[src/rtl/mult8_seq_4x4_ctrl.sv]
// Sequential 8x8 unsigned multiplier built around one external 4x4 multiplier.
// Four nibble partial products are issued in turn, then shifted and summed into a 16-bit result.
module mult8_seq_4x4_ctrl #(
    parameter bit REG_PROD = 1'b0
) (
    input  logic        clk,
    input  logic        rst_n,
    input  logic        in_valid,
    output logic        in_ready,
    input  logic [7:0]  in_a,
    input  logic [7:0]  in_b,
    output logic [3:0]  mul_a,
    output logic [3:0]  mul_b,
    input  logic [7:0]  mul_p,
    output logic        out_valid,
    input  logic        out_ready,
    output logic [15:0] out_p,
    output logic        busy
);

    typedef enum logic [1:0] {
        S_IDLE = 2'd0,
        S_CALC = 2'd1,
        S_DONE = 2'd2
    } state_t;

    state_t      r_state;
    logic [1:0]  r_step;
    logic        r_phase;
    logic [7:0]  r_a;
    logic [7:0]  r_b;
    logic [15:0] r_acc;
    logic [7:0]  r_prod;
    logic [3:0]  r_mul_a;
    logic [3:0]  r_mul_b;
    logic        r_out_valid;
    logic [15:0] r_out_p;
    logic        r_in_ready;
    logic        r_busy;

    logic [7:0]  w_prod;
    logic [15:0] w_term;
    logic [15:0] w_acc_next;
    logic [1:0]  w_nxt_step;
    logic        w_acc_en;

    // With REG_PROD the first cycle of a step only captures mul_p; the second accumulates it.
    assign w_prod     = REG_PROD ? r_prod : mul_p;
    assign w_acc_en   = !REG_PROD || r_phase;
    assign w_nxt_step = r_step + 2'd1;
    assign w_acc_next = r_acc + w_term;

    always_comb begin
        w_term = 16'd0;
        case (r_step)
            2'd0:    w_term = {8'd0, w_prod};
            2'd1,
            2'd2:    w_term = {4'd0, w_prod, 4'd0};
            default: w_term = {w_prod, 8'd0};
        endcase
    end

    always_ff @(posedge clk or negedge rst_n) begin
        if (!rst_n) begin
            r_state     <= S_IDLE;
            r_step      <= 2'd0;
            r_phase     <= 1'b0;
            r_a         <= 8'd0;
            r_b         <= 8'd0;
            r_acc       <= 16'd0;
            r_prod      <= 8'd0;
            r_mul_a     <= 4'd0;
            r_mul_b     <= 4'd0;
            r_out_valid <= 1'b0;
            r_out_p     <= 16'd0;
            r_in_ready  <= 1'b0;
            r_busy      <= 1'b0;
        end else begin
            case (r_state)
                S_IDLE: begin
                    if (in_valid && r_in_ready) begin
                        r_a        <= in_a;
                        r_b        <= in_b;
                        r_acc      <= 16'd0;
                        r_step     <= 2'd0;
                        r_phase    <= 1'b0;
                        r_mul_a    <= in_a[3:0];
                        r_mul_b    <= in_b[3:0];
                        r_in_ready <= 1'b0;
                        r_busy     <= 1'b1;
                        r_state    <= S_CALC;
                    end else begin
                        r_in_ready <= 1'b1;
                    end
                end
                S_CALC: begin
                    r_prod <= mul_p;
                    if (!w_acc_en) begin
                        r_phase <= 1'b1;
                    end else begin
                        r_phase <= 1'b0;
                        r_acc   <= w_acc_next;
                        if (r_step == 2'd3) begin
                            r_out_p     <= w_acc_next;
                            r_out_valid <= 1'b1;
                            r_mul_a     <= 4'd0;
                            r_mul_b     <= 4'd0;
                            r_state     <= S_DONE;
                        end else begin
                            // Step order: (alo,blo) (alo,bhi) (ahi,blo) (ahi,bhi)
                            r_step  <= w_nxt_step;
                            r_mul_a <= w_nxt_step[1] ? r_a[7:4] : r_a[3:0];
                            r_mul_b <= w_nxt_step[0] ? r_b[7:4] : r_b[3:0];
                        end
                    end
                end
                S_DONE: begin
                    if (out_ready) begin
                        r_out_valid <= 1'b0;
                        r_in_ready  <= 1'b1;
                        r_busy      <= 1'b0;
                        r_state     <= S_IDLE;
                    end
                end
                default: begin
                    r_state <= S_IDLE;
                end
            endcase
        end
    end

    assign in_ready  = r_in_ready;
    assign mul_a     = r_mul_a;
    assign mul_b     = r_mul_b;
    assign out_valid = r_out_valid;
    assign out_p     = r_out_p;
    assign busy      = r_busy;

endmodule
[config.mk]
export PLATFORM = sky130hd
export DESIGN_NAME = mult8_seq_4x4_ctrl
export DESIGN_NICKNAME = d
export VERILOG_FILES = /design/src/rtl/mult8_seq_4x4_ctrl.sv
export SDC_FILE = /design/constraint.sdc
export NUM_CORES = 1
export LEC_CHECK = 0
export CAP_MARGIN = 20
export CORE_MARGIN = 10
export CORE_UTILIZATION = 45
export CTS_CLUSTER_DIAMETER = 200
export DETAILED_ROUTE_END_ITERATION = 7
export PLACE_DENSITY = 0.69
export SLEW_MARGIN = 5
export SYNTH_ARGS = -nofsm -noshare
export SYNTH_HDL_FRONTEND = slang
export SYNTH_SLANG_ARGS = --single-unit
[constraint.sdc]
create_clock -name clk -period 7.35 [get_ports clk]
set_clock_uncertainty 0.2 [all_clocks]
set_input_delay 1.8375 -clock clk [delete_from_list [all_inputs] [get_ports clk]]
set_output_delay 1.8375 -clock clk [all_outputs]
set_load 0.01 [all_outputs]
==> results.sh <==
export IMPL_first_global_vias=3152
export IMPL_netlist_top_cell_by_area="dfrtp_1"
export IMPL_antenna_cells=0
export IMPL_cellPowerDensity_nw_per_um2=479
export IMPL_fmax_mhz=226
export IMPL_setup_tns_ps=0
export IMPL_cp_start_kind="input port"
export IMPL_critPathKind="input port to register"
export IMPL_syn_nets=451
export IMPL_max_cap_viol_count=0
export IMPL_routedWlPerCell_um=16.0
export IMPL_multiInputGateArea_um2=1850
export IMPL_report_final_slew_viol_count=0
export IMPL_first_pass_iters=4
export IMPL_ir_drop_uv=176
export IMPL_die_area_um2=11800
export IMPL_seq_area_frac_synth_pct=44.6
export IMPL_endpoint_kind="register"
export IMPL_synthCells=405
export IMPL_rsz0062_at_grt="no"
export IMPL_clockBufferDepth=2
export IMPL_grt_usage_pct=16.2
export IMPL_synthToLayoutAreaGrowth_pct=23.6
export IMPL_yosysTopAreaCellShare_pct=44.6
export IMPL_viasPerCell=5.53
export IMPL_fin_crit_sh_pct=60.1
export IMPL_syn_avg_cell_area_um2=8.74
export IMPL_finalHoldViolations=0
export IMPL_synth_cell_types=47
export IMPL_fillerInstances=727
export IMPL_relSlewSlack_pct=46.0
export IMPL_ys_warn_count=0
export IMPL_io_pins=55
export IMPL_core_um2=7690
export IMPL_syn_cell_area_um2=3540
export IMPL_cts_inserted_buffers=9
export IMPL_postCtsSetupRepairBufs=0
export IMPL_gp_congestion=0.914
export IMPL_synth_edf_count=0
export IMPL_port_buffers=54
export IMPL_initial_utilization_pct=46.0
export IMPL_ys_flop_type="dfrtp_1"
export IMPL_antenna_found_initial=0
export IMPL_ys_ff_latch=63
export IMPL_drive_gt1_share_pct=6.10
export IMPL_async_reset_ff_share_pct=100
export IMPL_fp_dieW_um=109
export IMPL_grt_pass1_wl_um=15400
export IMPL_drt_iter0_drc=100
export IMPL_final_setup_viol_count=0
export IMPL_critPathRequiredTime_ps=7380
export IMPL_hpwl_um=6430
export IMPL_status="completed"
export IMPL_fin_cells=561
export IMPL_p_leak_nw=2.01
export IMPL_period_minus_slack_ps=4420
export IMPL_final_common_cell="nand2_1"
export IMPL_dr_total_vias=3100
export IMPL_post_place_cells=545
export IMPL_cts_sinks=63
export IMPL_hold_path_class="register to register"
export IMPL_wl_um=8990
export IMPL_ys_top_cells_by_area="dfrtp_1, nand2_1, ha_1"
export IMPL_root_buffer="clkbuf_8"
export IMPL_cts_tree="built"
export IMPL_nets=500
export IMPL_layout_common_cells="nand2_1, dfrtp_1, clkdlybuf4s50_1"
export IMPL_overflow=0
export IMPL_tightest_slew_ps=810
export IMPL_drc_errors=0
export IMPL_holdBufCountCts=0
export IMPL_clock_latency_ps=350
export IMPL_die_h_um=109
export IMPL_rows=32
export IMPL_cts_resized_gates=0
export IMPL_crit_path_max_fanout=11
export IMPL_ant_nets=0
export IMPL_seq_area_um2=1580
export IMPL_path_clk_slew_ps=80
export IMPL_grt_max_degree=64
export IMPL_h_tree_depth=3
export IMPL_crit_arrival_ps=4440
worst paths after layout:
| path | from | endpoint | slack (ps) | depth (start not counted) |
|---|---|---|---|---|
| max | mul_p[5] | r_acc[14] | 2930 | 9 |
| min | r_b[4] | r_b[4] | 280 | 2 |
| max reg2reg | r_step[0] | r_acc[14] | 3560 | 10 |
| min reg2reg | r_b[4] | r_b[4] | 280 | 2 |
| max in group asynchronous | rst_n | r_acc[11] | 4950 | 2 |
| min in group asynchronous | rst_n | out_p[12] | 1460 | 2 |
state kept, by name, indices dropped and copies added (netlist names):
| name | cells |
|---|---|
| out_p | 16 |
| r_acc | 16 |
| r_a | 8 |
| r_b | 8 |
| mul_a | 4 |
| mul_b | 4 |
| r_state | 2 |
| r_step | 2 |
| busy | 1 |
| in_ready | 1 |
| out_valid | 1 |
logic make-up (layout without fill, tap and decap cells):
| group | count (synthesis) | count (layout) | share of synthesized area (%) |
|---|---|---|---|
| simple gates | 183 | 183 | 23.3 |
| compound gates | 93 | 93 | 16.8 |
| flops | 63 | 63 | 44.6 |
| buf+inv | 27 | 81 | 3.04 |
| fa+ha+maj | 18 | 18 | 6.58 |
| mux | 13 | 13 | 3.68 |
| xor+xnor | 8 | 8 | 1.98 |
cells in the mapped netlist, drive strengths merged (5+ instances only):
master / number
and2: 9
nand2: 104
ha: 17
dfrtp: 63
buf: 6
o31ai: 6
nor2: 16
or3: 5
nand3: 19
nand4: 9
inv: 7
mux2i: 13
o21ai: 29
o211ai: 8
a21oi: 19
nor3: 6
clkbuf: 14
power by group:
group / total, W / leakage [nW] / switching, W / internal (W)
registers: 0.000612 / 0.784 / 0.0000999 / 0.000513
logic: 0.00113 / 1.11 / 0.000656 / 0.000479
clock network: 0.000345 / 0.110 / 0.000145 / 0.000200
area by class of cell:
cell class	instances	share of cell area, %
repair buffers	58	12.9
well taps	102	2.92
flip-flops and latches	63	36.1
multi-input cells	315	42.4
inverters	7	0.601
clock inverters	5	1.86
clock buffers	11	3.23
per-stage QoR:
stage	hold slack [ps]	cell area (um2)	utilization (%)	power, W	setup WS, ps
after floorplan	245	3540	-	0.00139	3390
after global placement	258	4150	54.0	0.00174	2690
after detailed placement	262	4150	54.0	0.00176	2620
after CTS	281	4370	56.9	0.00211	3000
after global routing	298	4370	56.9	0.00229	2750
final	276	4370	56.9	0.00209	2930
routing by layer:
metal / global-route usage (%) / share of wire, %
met2: 25.9 / 46
met4: 7.06 / 1.8
met1: 20.9 / 47
met3: 3.36 / 5.6
met5: 0 / 0
worst max-delay path: stages:
cell and delay [ps]:
clkdlybuf4s50_1 510, nand2_1 60, o21ai_0 200, ha_1 380
a21oi_1 300, o211ai_1 140, a221oi_1 560, nor3_1 80
or3_1 390
No activity file was read; power rests on OpenSTA's default activity.
